--- config.mk ---
export PLATFORM = sky130hd
export DESIGN_NAME = deserializer_rx
export DESIGN_NICKNAME = d
export VERILOG_FILES = /design/src/rtl/deserializer_rx_pkg.sv /design/src/rtl/deserializer_rx_hold_reg.sv /design/src/rtl/deserializer_rx.sv
export SDC_FILE = /design/constraint.sdc
export NUM_CORES = 1
export LEC_CHECK = 0
export CAP_MARGIN = 40
export CORE_MARGIN = 1.5
export CORE_UTILIZATION = 35
export DETAILED_ROUTE_END_ITERATION = 10
export DONT_BUFFER_PORTS = 1
export SETUP_SLACK_MARGIN = 0.4
export SLEW_MARGIN = 15
export SYNTH_ARGS = -nofsm -noshare
export SYNTH_HDL_FRONTEND = slang
export SYNTH_SLANG_ARGS = --single-unit
--- constraint.sdc ---
create_clock -name clk -period 5.2 [get_ports clk]
set_clock_uncertainty 0.05 [all_clocks]
set_input_delay 0.26 -clock clk [delete_from_list [all_inputs] [get_ports clk]]
set_output_delay 0.26 -clock clk [all_outputs]
set_load 0.02 [all_outputs]
--- src/rtl/deserializer_rx_pkg.sv ---
// Shared definitions for the serial link blocks: receive FSM encoding and the
// bit-counter width rule (wide enough to hold MSG_SIZE itself).
package deserializer_rx_pkg;

  typedef enum logic [1:0] {
    IDLE  = 2'd0,
    SHIFT = 2'd1,
    DONE  = 2'd2
  } rx_state_e;

  function automatic int cnt_width(input int msg_size);
    return $clog2(msg_size) + 1;
  endfunction

endpackage

--- src/rtl/deserializer_rx_hold_reg.sv ---
// Single-entry valid/ready output register. A new word arriving while the
// entry is full and not being drained is dropped and flagged via overrun.
module rx_hold_reg #(
  parameter int MSG_SIZE = 64
) (
  input  logic                clk,
  input  logic                rst_n,
  input  logic                load,
  input  logic [MSG_SIZE-1:0] load_data,
  input  logic                ready,
  output logic [MSG_SIZE-1:0] data_out,
  output logic                valid,
  output logic                overrun
);

  logic [MSG_SIZE-1:0] data_q, data_d;
  logic                valid_q, valid_d;

  always_comb begin
    data_d  = data_q;
    valid_d = valid_q;
    overrun = 1'b0;
    if (load) begin
      // Same-edge drain frees the slot, so the new word may replace the old one.
      if (!valid_q || ready) begin
        data_d  = load_data;
        valid_d = 1'b1;
      end else begin
        overrun = 1'b1;
      end
    end else if (valid_q && ready) begin
      valid_d = 1'b0;
    end
  end

  always_ff @(posedge clk or negedge rst_n) begin
    if (!rst_n) begin
      data_q  <= '0;
      valid_q <= 1'b0;
    end else begin
      data_q  <= data_d;
      valid_q <= valid_d;
    end
  end

  assign data_out = data_q;
  assign valid    = valid_q;

endmodule

--- src/rtl/deserializer_rx.sv ---
// MSB-first serial receiver: assembles MSG_SIZE-bit words from a flagged bit
// stream and hands them to a one-entry output register with sticky error flags.
module deserializer_rx
  import deserializer_rx_pkg::*;
#(
  parameter  int MSG_SIZE = 64,
  localparam int CW       = cnt_width(MSG_SIZE)
) (
  input  logic                clk,
  input  logic                rst_n,
  input  logic                ena,
  input  logic                iData_in,
  input  logic                iData_flag,
  input  logic                iReady,
  input  logic                iErr_clr,
  output logic [MSG_SIZE-1:0] oData_out,
  output logic                oValid,
  output logic [CW-1:0]       oCounter,
  output logic                oFrame_err,
  output logic                oOverrun_err
);

  rx_state_e           state_q, state_d;
  logic [MSG_SIZE-1:0] sr_q, sr_d;
  logic [CW-1:0]       cnt_q, cnt_d;
  logic                frame_err_q, frame_err_d;
  logic                overrun_err_q, overrun_err_d;
  logic                word_load;
  logic                frame_set;
  logic                overrun_set;
  logic [MSG_SIZE-1:0] word_data;

  assign word_data = {sr_q[MSG_SIZE-2:0], iData_in};

  always_comb begin
    state_d   = state_q;
    sr_d      = sr_q;
    cnt_d     = cnt_q;
    word_load = 1'b0;
    frame_set = 1'b0;
    if (ena) begin
      if (iData_flag) begin
        sr_d = word_data;
        if (state_q == SHIFT) begin
          if (cnt_q == CW'(MSG_SIZE - 1)) begin
            word_load = 1'b1;
            cnt_d     = CW'(MSG_SIZE);
            state_d   = DONE;
          end else begin
            cnt_d = cnt_q + CW'(1);
          end
        end else begin
          // A new word may start straight out of DONE with no idle gap.
          cnt_d   = CW'(1);
          state_d = SHIFT;
        end
      end else if (state_q == SHIFT) begin
        frame_set = 1'b1;
        sr_d      = '0;
        cnt_d     = '0;
        state_d   = IDLE;
      end
    end
  end

  // Set beats clear when both land on the same edge.
  always_comb begin
    frame_err_d   = frame_set   ? 1'b1 : (iErr_clr ? 1'b0 : frame_err_q);
    overrun_err_d = overrun_set ? 1'b1 : (iErr_clr ? 1'b0 : overrun_err_q);
  end

  always_ff @(posedge clk or negedge rst_n) begin
    if (!rst_n) begin
      state_q       <= IDLE;
      sr_q          <= '0;
      cnt_q         <= '0;
      frame_err_q   <= 1'b0;
      overrun_err_q <= 1'b0;
    end else begin
      state_q       <= state_d;
      sr_q          <= sr_d;
      cnt_q         <= cnt_d;
      frame_err_q   <= frame_err_d;
      overrun_err_q <= overrun_err_d;
    end
  end

  rx_hold_reg #(
    .MSG_SIZE(MSG_SIZE)
  ) u_hold (
    .clk      (clk),
    .rst_n    (rst_n),
    .load     (word_load),
    .load_data(word_data),
    .ready    (iReady),
    .data_out (oData_out),
    .valid    (oValid),
    .overrun  (overrun_set)
  );

  assign oCounter     = cnt_q;
  assign oFrame_err   = frame_err_q;
  assign oOverrun_err = overrun_err_q;

endmodule

# == Word-level counts from Yosys, hierarchy flattened ==
# Index checks and enable logic that the tools add are counted.
# word_totals
regBits,139
inputBits,7
out_inout_bits,74
word_cells,48
# classes
addsub,1
n_eq_ne,4
muxes,25
n_reduce_logical,11
# op_table
cell,count
two-way mux 63 bit,2
two-way mux 7 bit,4
two-way mux 1 bit,15
two-way mux 2 bit,4
nonzero test 2 bit,4
adder 7 x 1 -> 7 bit (second input constant),1
== test 7 x 6 -> 1 bit (second input constant),1
AND reduction 2 bit,3
!= test 3 bit (second input constant),1
AND reduction 3 bit,1
== test 2 x 1 -> 1 bit (second input constant),1
!= test 2 bit (second input constant),1
logical AND 1 bit,1
logical NOT 1 bit,1
logical OR 1 bit,1

# == Longest topological paths before layout ==
# Gate-level depths: netlist (run 1).
# depth
ltp_word,7
ltp_mapped,7
mapped_depth_nobuf,5

# == Modules after synthesis ==
# From an unflattened synthesis (run 1), not the netlist that was laid out.
# unflattened
cells_unflattened,340
hier_area_um2,5481.5
# by_module_without_submodules
mod,instances,cells_each,area_each_um2
deserializer_rx,1,200,2805.2
rx_hold_reg,1,140,2676.3

# == Least setup slack after synthesis (run 1) ==
# No wires, ideal clock.
# synth_path
kind,register to register
from,register cnt_q[0] (netlist: oCounter[0])
to,register u_hold.data_q[10] (netlist: u_hold.data_out[10])
setup_ns,0.125
arrival_time_ns,1.736
path_slack_ns,3.289
stages_incl_launch_ff,8
cell_sequence,dfrtp_1 ha_1 and2b_2 nand4_4 nand2b_4 buf_12 buf_12 mux2_4
# synth_via
elab_chain_cells,6
# synth_lines
item,line_no,source
start: declaration,deserializer_rx.sv:25,"logic [CW-1:0] cnt_q, cnt_d;"
start signal: assignment,deserializer_rx.sv:82,cnt_q <= cnt_d;
== test 7 x 6 -> 1 bit,deserializer_rx.sv:45,if (cnt_q == CW'(MSG_SIZE - 1)) begin
two-way mux 1 bit,deserializer_rx.sv:45,
two-way mux 1 bit,deserializer_rx.sv:44,if (state_q == SHIFT) begin
two-way mux 1 bit,deserializer_rx.sv:42,if (iData_flag) begin
two-way mux 1 bit,deserializer_rx.sv:41,if (ena) begin
AND reduction 2 bit (no line),--,
end signal: assignment,deserializer_rx_hold_reg.sv:41,data_q <= data_d;
end: declaration,deserializer_rx_hold_reg.sv:16,"logic [MSG_SIZE-1:0] data_q, data_d;"
# Every way passes these cells.
# A chain may end at the register's enable or synchronous reset.

# == Final worst setup path (run 1) ==
# layout_path
from,register cnt_q[0] (netlist: oCounter[0])
to,register u_hold.data_q[1] (netlist: u_hold.data_out[1])
# Same word-level chain as after synthesis.

==> impl_metrics.py, run 1 <==
metrics = {
    "timing": {
        "worst_slew_pin_slew_ns": 0.866,
        "hold_viol_final": 0,
        "setup_viol": 0,
        "fmax_ghz": 0.352,
        "tns_ns": 0,
        "period_share_pct": 54.6,
        "whs_ns": 0.0278,
        "max_slew_margin_pct": 42.1,
        "post-route-min-period_ns": 2.84,
        "rsz0062_at_grt": "false",
        "drv_slew": 0,
    },
    "route": {
        "avgRoutedWirePerCell_um": 17.3,
        "vias_per_cell": 4.98,
        "via_count": 2814,
        "ant_nets": 0,
        "drt_iter0_markers": 140,
        "dr.pass1.iters": 4,
        "wl_um": 9770,
        "drc": 0,
    },
    "cts": {
        "ctsRootBufferMaster": "clkbuf_16",
        "htreeDepth": 4,
        "clock_path_buffers": 2,
        "clock_latency_ns": 0.41,
        "ctsResizeCount": 0,
        "postCtsSetupBuffers": 0,
        "cts.sinks": 139,
        "clk_pin_slew_ns": 0.06,
        "cts_tree": "done",
        "cts_buffers": 17,
    },
    "global_route": {
        "grt_antenna_before_repair": 0,
        "grt_pass1_wl_um": 16500,
        "grt_usage_pct": 13.1,
        "grt_pass1_vias": 2996,
        "grt_max_degree": 140,
        "overflow": 0,
    },
    "worst_hold_path": {
        "worstHoldPathType": "in2reg",
    },
    "power": {
        "clockPowerShare_pct": 50.0,
        "sw_frac_of_total_pct": 22.5,
        "pwr-share-comb_pct": 5.3,
        "ir_worst_vdd_mv": 0.201,
        "p_switching_w": 0.000581,
        "p_per_area_nw_per_um2": 409,
        "pwr-share-seq_pct": 44.7,
        "intPower_w": 0.00200,
        "leakage_nw": 3.23,
    },
    "setup_path": {
        "cp-end-kind": "flop",
        "start_kind": "flop",
        "worstPathArrival_ns": 3.08,
        "crit_type": "reg2reg",
        "crit_fanout": 36,
        "crit_required_ns": 5.44,
    },
    "run": {
        "maxCapViolations": 0,
    },
    "die": {
        "io_pins": 81,
        "fp.dieW_um": 128,
        "rows": 45,
        "start_util_pct": 36.1,
        "die-area_um2": 16500,
        "core_um2": 15300,
        "dieHeight_um": 128,
    },
    "cells_and_area": {
        "mostFrequentLayoutCells": "139 x dfrtp_1, 63 x a22o_1, 60 x mux2_4, 17 x clkbuf_16, 10 x nand2_1",
        "final_util_pct": 41.4,
        "final_common_cell": "dfrtp_1",
        "nFillCells": 1381,
        "final_layout_size_suffix_gt1_share_pct": 30.5,
        "n_antenna_cell": 0,
        "nets": 350,
        "area_delta_synth_final_pct": 14.7,
    },
    "placed_design": {
        "io_buffers": 0,
        "hpwl_um": 5640,
        "routabilityCongestion": 0.753,
    },
    "synth": {
        "synth_cell_types": 30,
        "avgSynthCellArea_um2": 16.3,
        "synth_top_area_share_pct": 63.2,
        "syn-cell-area_um2": 5500,
        "syn_inst": 337,
        "synth_fp_nets": 345,
        "yosys_warnings": 0,
        "synth_top_area_cell": "dfrtp_1",
        "seq_area_frac_synth_pct": 63.2,
        "yosys-top-cells-area": "dfrtp_1 63%, mux2_4 16%, a22o_1 10%, buf_12 2.5%, mux2_2 0.82%",
        "yosys_register_bits": 139,
    },
    "run_status": {
        "run_status": "finished, final reports clean",
    },
}
## registers in the layout, summed over array words and instances (netlist names)
signal           cells
sr_q                63
state_q              2
u_hold.valid         1
oFrame_err           1
u_hold.data_out     64
oCounter             7
oOverrun_err         1
## critical path, stage by stage (launching register included)
cell	delay, ns
dfrtp_1	0.48
ha_1	0.28
and2b_2	0.23
nand4_4	0.12
nand2b_4	0.49
buf_4	0.65
mux2_2	0.40
## cells in the mapped netlist
cell and count:
nand2b_4 1, and4_2 1, buf_2 3, o21ai_0 5, clkbuf_1 7, o31ai_1 1
inv_1 3, and2b_2 1, and4_4 1, nand3b_1 1, mux2_2 4, xor2_1 4
o211ai_1 4, and3_1 1, dfrtp_1 139, o22a_1 1, nor2b_1 1, nand2_1 10
nor2_1 4, ha_1 1, o22ai_1 4, buf_1 5, buf_6 1, and3_2 1
mux2_4 60, and2_2 1, nand4_4 1, or2b_2 1, a22o_1 63, buf_12 7
## final cells by class
class                      count  area (um^2)  area share (%)
sequential                   139         3480            55.1
clock inverter                10          163            2.58
clock buffer                  21          480            7.61
multi-input combinational    172         1810            28.7
timing repair buffer           9          100            1.59
inverter                       3         11.3           0.178
tap                          211          264            4.18
## final timing paths
| kind | slack [ns] | from | cells past startpoint | end |
|---|---|---|---|---|
| max | 2.36 | oCounter[0] | 6 | u_hold.data_out[1] |
| min | 0.03 | iReady | 2 | u_hold.valid |
| max reg2reg | 2.36 | oCounter[0] | 6 | u_hold.data_out[1] |
| min reg2reg | 0.46 | sr_q[62] | 1 | sr_q[62] |
| max in group asynchronous | 4.13 | rst_n | 2 | sr_q[5] |
| min in group asynchronous | 0.45 | rst_n | 2 | u_hold.data_out[33] |
## metrics by stage
stage | power, W | worst slack, ns | area [um^2] | instances
after global placement | 0.00128 | 2.38 | 5590 | 528
after global routing | 0.00270 | 2.22 | 6310 | 565
after CTS | 0.00262 | 2.31 | 6310 | 565
after floorplan | 0.00126 | 3.29 | 5500 | 337
after detailed placement | 0.00128 | 2.32 | 5590 | 528
final | 0.00258 | 2.36 | 6310 | 565
## metal layers
layer	global-route usage (%)	vias to the layer above	wire length, um
met4	5.16	0	116
li1	-	1257	-
met3	5.24	10	547
met2	19.7	67	4470
met5	0	-	0
met1	17.0	1480	4630
## power groups by stage
| stage | Sequential (W) | Clock [W] | Combinational (W) |
|---|---|---|---|
| 3_3_place_gp | 0.00117 | 0 | 0.000107 |
| 2_1_floorplan | 0.00116 | 0 | 0.0000959 |
| 5_1_grt | 0.00116 | 0.00138 | 0.000158 |
| 3_5_place_dp | 0.00117 | 0 | 0.000110 |
| 6_report | 0.00115 | 0.00129 | 0.000137 |
| 4_1_cts | 0.00115 | 0.00133 | 0.000140 |
## logic make-up after synthesis
family                     Yosys count  share of synthesized area [%]
DFF                                139                           63.2
adders and majority gates            1                          0.227
and+or+nand+nor                     25                           2.93
xor gates and xnor gates             4                          0.636
buffers and inverters               26                           4.05
muxes                               64                           17.2
AOI/OAI and AO/OA                   78                           11.8
## what timing repair did
action / in CTS / in global routing
setup endpoints to repair: 0 / 0
endpoints found under the hold margin: 146 / 0
hold buffers: 6 / 0
Note: power is estimated with default switching activity, not from simulation.
==> run 2, diff against run 1 <==
Clock period 5.2 ns to 2.49 ns, I/O delays scaled along.
==> impl_metrics.py, run 2 (synthesized netlist as in run 1, its figures left out) <==
metrics = {
    "die": {
        "rows": 45,
        "start_util_pct": 36.1,
        "fp.dieW_um": 128,
        "io_pins": 81,
        "dieHeight_um": 128,
        "die-area_um2": 16500,
        "core_um2": 15300,
    },
    "placed_design": {
        "hpwl_um": 5940,
        "placed_cell_area_um2": 5630,
        "io_buffers": 0,
        "routabilityCongestion": 0.670,
    },
    "setup_path": {
        "critical_path.slowest_cell": "dfrtp_2",
        "crit_start": "oCounter[0]",
        "max_stage_delay_ns": 0.47,
        "r2r-start": "oCounter[0]",
        "crit_type": "reg2reg",
        "reg2reg_to": "u_hold.data_out[33]",
        "cp-end-kind": "flop",
        "r2r_cells": 7,
        "crit_required_ns": 2.73,
        "r2r_slack_ns": 0.47,
        "cp-endpoint": "u_hold.data_out[33]",
        "start_kind": "flop",
        "crit_fanout": 14,
        "crit_chain": "ha_2 -> and2b_2 -> nand4_4 -> nand2b_4 -> buf_12 -> clkbuf_16 -> mux2_4",
        "worstPathArrival_ns": 2.27,
    },
    "route": {
        "drc": 0,
        "avgRoutedWirePerCell_um": 19.1,
        "via_count": 2945,
        "ant_nets": 0,
        "vias_per_cell": 5.08,
        "dr.pass1.iters": 4,
        "wl_um": 11000,
        "drt_iter0_markers": 157,
    },
    "timing": {
        "setup_viol": 0,
        "post-route-min-period_ns": 2.02,
        "whs_ns": -0.641,
        "worst_slew_pin_slew_ns": 0.817,
        "period_share_pct": 81.3,
        "hold_viol_final": 139,
        "max_slew_margin_pct": 45.6,
        "rsz0062_at_grt": "false",
        "fmax_ghz": 0.494,
        "drv_slew": 0,
        "tns_ns": 0,
    },
    "global_route": {
        "overflow": 0,
        "grt_max_degree": 140,
        "grt_pass1_vias": 3034,
        "grt_antenna_before_repair": 0,
        "grt_pass1_wl_um": 16800,
        "grt_usage_pct": 13.3,
    },
    "power": {
        "ir_worst_vdd_mv": 0.489,
        "leakage_nw": 3.33,
        "power_w": 0.00530,
        "p_per_area_nw_per_um2": 813,
    },
    "cells_and_area": {
        "largest_reg_flops": 64,
        "final_layout_size_suffix_gt1_share_pct": 33.3,
        "n_antenna_cell": 0,
        "nets": 364,
        "final_common_cell": "dfrtp_1",
        "mostFrequentLayoutCells": "137 x dfrtp_1, 63 x a22o_1, 60 x mux2_4, 21 x clkbuf_16, 10 x nand2_1",
        "fin_area_um2": 6520,
        "area_delta_synth_final_pct": 18.4,
    },
    "cts": {
        "clk_pin_slew_ns": 0.06,
        "clock_latency_ns": 0.41,
        "htreeDepth": 4,
        "cts.sinks": 139,
        "clock_path_buffers": 2,
        "cts_hold_buf": 8,
        "cts_buffers": 17,
        "ctsRootBufferMaster": "clkbuf_16",
        "cts_tree": "done",
    },
    "run_status": {
        "violations": "hold timing",
        "run_status": "complete, but fails checks",
    },
    "worst_hold_path": {
        "worstHoldPathType": "in2async",
    },
    "run": {
        "maxCapViolations": 0,
    },
}
run 2: repair_timing:
item,CTS,global route
setup buffers,0,4
resized for setup,1,5
gates cloned,0,6
setup endpoints to repair,5,101
endpoints found under the hold margin,152,139
run 2: critical path, delay by kind of cell (launching register included):
family                     cells  cell delay, ns
adders and majority gates      1            0.22
buffers and inverters          2            0.31
DFF                            1            0.47
muxes                          1            0.31
and+or+nand+nor                3            0.53
run 2: layout make-up:
class | count | area (um^2)
clock inverter | 10 | 139
clock buffer | 22 | 484
fill | 1389 | 8740
sequential | 139 | 3480
inverter | 3 | 11.3
tap | 211 | 264
multi-input combinational | 173 | 1830
timing repair buffer | 22 | 304
run 2: how the worst min path moves through the flow:
stage / depth (start not counted) / startpoint / slack, ns / to
after detailed placement: 0 / rst_n / -0.22 / u_hold.data_out[36]
after global placement: 0 / rst_n / -0.22 / u_hold.data_out[36]
after floorplan: 0 / rst_n / -0.22 / oCounter[0]
final: 0 / rst_n / -0.64 / u_hold.data_out[36]
after global routing: 0 / rst_n / -0.67 / u_hold.data_out[36]
after CTS: 0 / rst_n / -0.67 / u_hold.data_out[25]
run 2: layer usage:
layer  GRT usage, %  vias to the layer above  share of wire (%)
met5              0                        -                  0
met4           6.68                        0                1.4
met3           5.49                       14                4.9
met2           19.1                       67                 48
met1           17.4                     1575                 46
li1               -                     1289                  -
run 2: where the power goes:
part           internal, W  total [W]  leakage (nW)  switching, W
Sequential         0.00232    0.00241          1.93     0.0000944
Combinational     0.000102   0.000281          1.11      0.000179
Clock              0.00168    0.00260         0.294      0.000922
Total              0.00410    0.00530          3.33       0.00120
run 2: per-stage QoR:
step,std cells,setup slack [ns],util (%),hold WS (ns)
5_1_grt,580,0.405,42.7,-0.674
3_3_place_gp,530,0.415,36.9,-0.218
4_1_cts,570,0.379,41.6,-0.671
6_report,580,0.466,42.7,-0.641
3_5_place_dp,530,0.382,36.9,-0.218
2_1_floorplan,337,0.579,-,-0.221
